==> src/rtl/cpu_pkg.sv <==
// rtl/cpu_pkg.sv - opcode/funct constants and fetch state enum shared with decode
package cpu_pkg;

   localparam logic [31:0] DEFAULT_RESET_PC = 32'h0000_0000;

   // primary opcodes, instr[31:26]
   localparam logic [5:0] OP_RTYPE = 6'b000000;
   localparam logic [5:0] OP_J     = 6'b000010;
   localparam logic [5:0] OP_JAL   = 6'b000011;
   localparam logic [5:0] OP_BEQ   = 6'b000100;
   localparam logic [5:0] OP_BNE   = 6'b000101;
   localparam logic [5:0] OP_ADDI  = 6'b001000;
   localparam logic [5:0] OP_LW    = 6'b100011;
   localparam logic [5:0] OP_SW    = 6'b101011;

   // R-type function codes, instr[5:0]
   localparam logic [5:0] FN_JR    = 6'b001000;
   localparam logic [5:0] FN_JALR  = 6'b001001;
   localparam logic [5:0] FN_ADD   = 6'b100000;
   localparam logic [5:0] FN_SUB   = 6'b100010;
   localparam logic [5:0] FN_AND   = 6'b100100;
   localparam logic [5:0] FN_OR    = 6'b100101;
   localparam logic [5:0] FN_SLT   = 6'b101010;

   typedef enum logic [1:0] {
      FETCH = 2'd0,
      VALID = 2'd1,
      HALT  = 2'd2
   } fetch_state_e;

   // instruction addresses must land on a 4-byte boundary
   function automatic logic is_word_aligned(input logic [1:0] addr_lsb);
      return (addr_lsb == 2'b00);
   endfunction

endpackage

==> src/rtl/next_pc_calc.sv <==
// rtl/next_pc_calc.sv - redirect target selection and jump-register alignment check
module next_pc_calc
   import cpu_pkg::*;
#(
   parameter int ADDR_W = 32
) (
   input  logic [ADDR_W-1:0] pc,
   input  logic [25:0]       instr_index,
   input  logic              br_taken,
   input  logic              jump,
   input  logic              jump_reg,
   input  logic [ADDR_W-1:0] rs_data,
   output logic [ADDR_W-1:0] pc_plus4,
   output logic [ADDR_W-1:0] next_pc,
   output logic              misaligned
);

   logic [ADDR_W-1:0] br_offset;
   logic [ADDR_W-1:0] jump_target;

   // all arithmetic wraps naturally at the top of the address space
   assign pc_plus4    = pc + ADDR_W'(4);
   // imm16 is the low half of the index field; word offset, sign-extended
   assign br_offset   = {{(ADDR_W-18){instr_index[15]}}, instr_index[15:0], 2'b00};
   assign jump_target = {pc_plus4[ADDR_W-1:28], instr_index, 2'b00};

   // priority: jump_reg > jump > br_taken > sequential; a bad jr target keeps pc
   always_comb begin
      misaligned = 1'b0;
      next_pc    = pc_plus4;
      if (jump_reg) begin
         if (!is_word_aligned(rs_data[1:0])) begin
            misaligned = 1'b1;
            next_pc    = pc;
         end else begin
            next_pc = rs_data;
         end
      end else if (jump) begin
         next_pc = jump_target;
      end else if (br_taken) begin
         next_pc = pc_plus4 + br_offset;
      end
   end

endmodule

==> src/rtl/fetch_unit.sv <==
// rtl/fetch_unit.sv - single-outstanding instruction fetch stage with pc and retire counter
module fetch_unit
   import cpu_pkg::*;
#(
   parameter int                ADDR_W   = 32,
   parameter logic [ADDR_W-1:0] RESET_PC = DEFAULT_RESET_PC[ADDR_W-1:0]
) (
   input  logic              clk,
   input  logic              rst_n,
   output logic              imem_req,
   output logic [ADDR_W-1:0] imem_addr,
   input  logic              imem_rvalid,
   input  logic [31:0]       imem_rdata,
   output logic              instr_valid,
   input  logic              instr_ready,
   output logic [31:0]       instr,
   output logic [5:0]        opcode,
   output logic [5:0]        funct,
   output logic [ADDR_W-1:0] pc,
   output logic [ADDR_W-1:0] pc_plus4,
   input  logic              br_taken,
   input  logic              jump,
   input  logic              jump_reg,
   input  logic [31:0]       rs_data,
   output logic              misaligned_err,
   output logic [31:0]       instret
);

   fetch_state_e      state_q;
   fetch_state_e      state_d;
   logic              req_en_q;
   logic [31:0]       instr_q;
   logic [ADDR_W-1:0] pc_q;
   logic [31:0]       instret_q;
   logic              err_q;
   logic              fetch_fire;
   logic              retire;
   logic [ADDR_W-1:0] next_pc;
   logic              misaligned;

   next_pc_calc #(
      .ADDR_W (ADDR_W)
   ) u_next_pc_calc (
      .pc          (pc_q),
      .instr_index (instr_q[25:0]),
      .br_taken    (br_taken),
      .jump        (jump),
      .jump_reg    (jump_reg),
      .rs_data     (rs_data[ADDR_W-1:0]),
      .pc_plus4    (pc_plus4),
      .next_pc     (next_pc),
      .misaligned  (misaligned)
   );

   // state register
   always_ff @(posedge clk or negedge rst_n) begin
      if (!rst_n) begin
         state_q <= FETCH;
      end else begin
         state_q <= state_d;
      end
   end

   // next state and handshake outputs; req is held off until the first edge after reset
   always_comb begin
      state_d     = state_q;
      imem_req    = 1'b0;
      instr_valid = 1'b0;
      fetch_fire  = 1'b0;
      retire      = 1'b0;
      case (state_q)
         FETCH: begin
            imem_req   = req_en_q;
            fetch_fire = req_en_q & imem_rvalid;
            if (fetch_fire) begin
               state_d = VALID;
            end
         end
         VALID: begin
            instr_valid = 1'b1;
            retire      = instr_ready;
            if (retire) begin
               state_d = misaligned ? HALT : FETCH;
            end
         end
         HALT: begin
            state_d = HALT;
         end
         default: begin
            state_d = FETCH;
         end
      endcase
   end

   // datapath: instruction capture, pc update, retire count, sticky alignment error
   always_ff @(posedge clk or negedge rst_n) begin
      if (!rst_n) begin
         req_en_q  <= 1'b0;
         instr_q   <= 32'h0;
         pc_q      <= RESET_PC;
         instret_q <= 32'h0;
         err_q     <= 1'b0;
      end else begin
         req_en_q <= 1'b1;
         if (fetch_fire) begin
            instr_q <= imem_rdata;
         end
         if (retire) begin
            instret_q <= instret_q + 32'd1;
            pc_q      <= next_pc;
            if (misaligned) begin
               err_q <= 1'b1;
            end
         end
      end
   end

   assign imem_addr      = pc_q;
   assign pc             = pc_q;
   assign instr          = instr_q;
   assign opcode         = instr_valid ? instr_q[31:26] : 6'd0;
   assign funct          = instr_valid ? instr_q[5:0]   : 6'd0;
   assign misaligned_err = err_q;
   assign instret        = instret_q;

endmodule

==> config.mk <==
export PLATFORM = sky130hd
export DESIGN_NAME = fetch_unit
export DESIGN_NICKNAME = d
export VERILOG_FILES = /design/src/rtl/cpu_pkg.sv /design/src/rtl/next_pc_calc.sv /design/src/rtl/fetch_unit.sv
export SDC_FILE = /design/constraint.sdc
export NUM_CORES = 1
export LEC_CHECK = 0
export CAP_MARGIN = 20
export CELL_PAD_IN_SITES_DETAIL_PLACEMENT = 0
export CELL_PAD_IN_SITES_GLOBAL_PLACEMENT = 1
export CORE_ASPECT_RATIO = 1.5
export CORE_MARGIN = 1.5
export CORE_UTILIZATION = 34
export CTS_CLUSTER_DIAMETER = 30
export DETAILED_ROUTE_END_ITERATION = 16
export PLACE_DENSITY_LB_ADDON = 0.05
export SETUP_SLACK_MARGIN = 0.2
export SYNTH_ARGS = -nofsm -noshare
export SYNTH_HDL_FRONTEND = slang
export SYNTH_SLANG_ARGS = --single-unit
==> constraint.sdc <==
create_clock -name clk -period 3.8 [get_ports clk]
set_clock_uncertainty 0.1 [all_clocks]
set_input_delay 0.38 -clock clk [delete_from_list [all_inputs] [get_ports clk]]
set_output_delay 0.38 -clock clk [all_outputs]
set_load 0.05 [all_outputs]
==> reports/summary.txt <==
Outcome - finished clean
RSZ-0062 raised after global routing - true
CP max stage cell - dfrtp_4
Initial Utilization - 0.345
Max-slew violations - 0
DRT iter0 DRCs - 288
Chip height - 182 µm
Data arrival time of the critical path - 3.73 ns
Synth Cell Area - 7230 µm²
Gate power share - 0.079
Worst Path Required - 3.98 ns
Final Setup Violations - 0
Gr ovfl total - 0
Via density - 5.32
CTS Buf Count - 9
Cts hold-fix bufs - 0
CP Max Fanout - 6
Maximum vdd drop - 189 µV
Fin nets - 1,170
Total Wirelength - 26.9 mm
Longest Clk Path Bufs - 2
Mapped Avg Cell Area - 9.01 µm²
CP endpoint kind - flop
Power density cells - 198 nW/µm²
First-pass GRT wire length - 41.4 mm
Synth async-reset ratio - 1.00
Synth area leaders - dfrtp_1, xnor2_1, ha_1
Core Region - 21,000 µm²
Post-synth EDFFs - 0
Final worst-path cycle share - 0.933
Post-DRT Antenna Nets - 0
Crit-path cells - ha_4 > nand4_1 > nor2_4 > nand2_4 > buf_4 > nor3_4 > xor2_4 > ha_4 > a21oi_2 > a21boi_1 > a31oi_1 > a21bo_4 > o21ai_1 > a221o_1 > a211oi_1 > a31o_2 > a211oi_1
Pint - 1620 µW
Area grow syn2layout - 54.5%
Worst-Margin Slew - 1.03 ns
Layout cells sized above 1 - 0.210
Detailed placement HPWL - 20.4 mm
Pre-CTS WS - 0.0494 ns
Initial antenna violation count - 1
Vias in the first global route - 7,425
Worst hold slack - 0.0226 ns
Sw Share - 0.268
Flop pwr share - 0.482
Clk pwr share - 0.440
Worst slew margin - 0.313
CTS tree - done
Root buf cell - clkbuf_16
Clock Latency Late Sink - 0.36 ns
Post-route design area - 11,200 µm²
Crit Path Class - flop to flop
Syn Nets - 912
I/O pins - 246
Final Hold Fails - 0
Startpoint Class - flop
Synth unique cells - 68
Largest net degree at the start of global routing - 67
IO Port Bufs - 245
FMAX - 0.282 GHz
Ant. Diodes - 0
Area after DPL - 10,600 µm²
Routed WL per cell - 20.2 µm
Drt drc - 0
Smallest setup slack after layout - 0.253 ns
Syn. warnings - 0
Hold Path Class - input pin to async pin
TritonRoute pass-1 iters - 5
Leak - 0.00492 µW
DIE WIDTH - 122 µm
Switching power - 591 µW
Fillers - 2,029
Clock H-tree levels - 3
Post-synth top flop - dfrtp_1
Area leader, netlist - dfrtp_1
Clk sink count - 100
Post-route minimum period - 3.55 ns
Vias - 7,100
Sequential area share after synthesis - 0.346
Total GRT Usage - 0.247
Clock transition at path regs - 0.08 ns
Post-synthesis register bit count - 100
Mapped Cells - 803
Die area - 22,200 µm²
Row count - 65
Final GP Congestion - 0.833
CP max stage delay - 0.43 ns
Yosys top cell area share - 0.346
MaxCap Viol Count - 0
## routing by layer
metal	wire length [µm]	share of wire	global-route usage
met1	10000	0.37	0.266
met2	14600	0.54	0.461
met3	1360	0.050	0.0446
met4	956	0.035	0.107
met5	0	0	0
## flip-flops by register name (all words and copies together), names as in the netlist
register        flops
misaligned_err      1
instr              32
imem_addr          32
instret            32
state_q             2
req_en_q            1
## cells by family after synthesis
group                      count (synthesis)  share of synthesized area
xor gates and xnor gates                  82                      0.100
muxes                                     38                     0.0580
other                                      1                   0.000519
adders and majority gates                 38                     0.0668
buffers and inverters                     83                     0.0633
DFF                                      100                      0.346
and+or+nand+nor                          252                      0.177
AOI/OAI and AO/OA                        209                      0.188
## final cells by class
type | instances | area (µm²) | share of cell area
Tap cell | 268 | 335 | 0.0300
Clock buffer | 10 | 229 | 0.0205
Inverter | 18 | 67.6 | 0.00605
Clock inverter | 6 | 65.1 | 0.00582
Timing Repair Buffer | 312 | 2950 | 0.264
Sequential cell | 100 | 2540 | 0.227
Multi-Input combinational cell | 620 | 4980 | 0.446
## path summary, 6_finish.rpt
| path | startpoint | endpoint | slack, ns | cells past startpoint |
|---|---|---|---|---|
| worst min register to register | instret[31]$_DFFE_PN0P_ | instret[31]$_DFFE_PN0P_ | 0.38 | 1 |
| worst max-delay path | imem_addr[3]$_DFFE_PN0P_ | imem_addr[30]$_DFFE_PN0P_ | 0.25 | 17 |
| worst min-delay path | rst_n | instr[27]$_DFFE_PN0P_ | 0.02 | 1 |
| min in group clk | instret[31]$_DFFE_PN0P_ | instret[31]$_DFFE_PN0P_ | 0.38 | 1 |
| worst max register to register | imem_addr[3]$_DFFE_PN0P_ | imem_addr[30]$_DFFE_PN0P_ | 0.25 | 17 |
| max in group asynchronous | rst_n | instret[15]$_DFFE_PN0P_ | 2.71 | 2 |
## worst max-delay path: cells and delay by family (launching register included)
kind | cells | cell delay [ns]
xor+xnor | 1 | 0.21
simple gates | 4 | 0.73
compound gates | 9 | 1.51
buf+inv | 1 | 0.15
fa+ha+maj | 2 | 0.32
flops | 1 | 0.43
## cells in the final DEF (no fill, tap or decap), types with 29 or more instances in the layout
| master | instances |
|---|---|
| clkdlybuf4s50_1 | 239 |
| nor2_1 | 50 |
| nand2_1 | 71 |
| dfrtp_1 | 81 |
| mux2_2 | 31 |
| xnor2_1 | 37 |
| ha_1 | 29 |
| o21ai_0 | 37 |
| buf_4 | 71 |
| a21oi_1 | 48 |
## repair_timing
item / 4_1_cts / 5_1_grt
hold endpoints to repair: 0 / 0
buffers inserted: 2 / 17
endpoints found under the setup margin: 5 / 14
pin swaps: 3 / 31
gates resized for setup: 8 / 23
## metrics by stage
step,instances,util,setup TNS [ns],power (µW)
global placement,1299,0.505,0,1260
floorplan,803,-,0,1140
detailed placement,1299,0.505,0,1260
global route,1334,0.532,-0.0358,2280
CTS,1317,0.522,0,2240
finish,1334,0.532,0,2210
## power by group through the flow
stage               combinational (µW)  clock [µW]  sequential (µW)
global placement                   174           0             1080
global route                       190        1030             1060
CTS                                176         999             1060
detailed placement                 175           0             1080
floorplan                         51.3           0             1090
finish                             174         971             1060
## cells in the mapped netlist (all sizes together) (2+ instances only)
cell,number
xnor2,55
o21a,7
o22ai,6
clkbuf,27
dfrtp,100
buf,38
nand3b,2
xor2,27
o211a,3
nor2b,2
and3,23
nor4,3
o21ai,48
a211oi,15
nor3,12
a211o,7
nand2b,2
o311ai,2
a21o,19
nand4,13
a222oi,2
o41ai,3
nor2,54
or3,7
a21oi,57
nand3,33
o211ai,13
ha,37
nor3b,2
mux2i,7
and4,6
nand2,75
mux2,31
a31oi,6
inv,17
and2,17
a221o,6
o21bai,6
(Power assumes the default switching activity.)
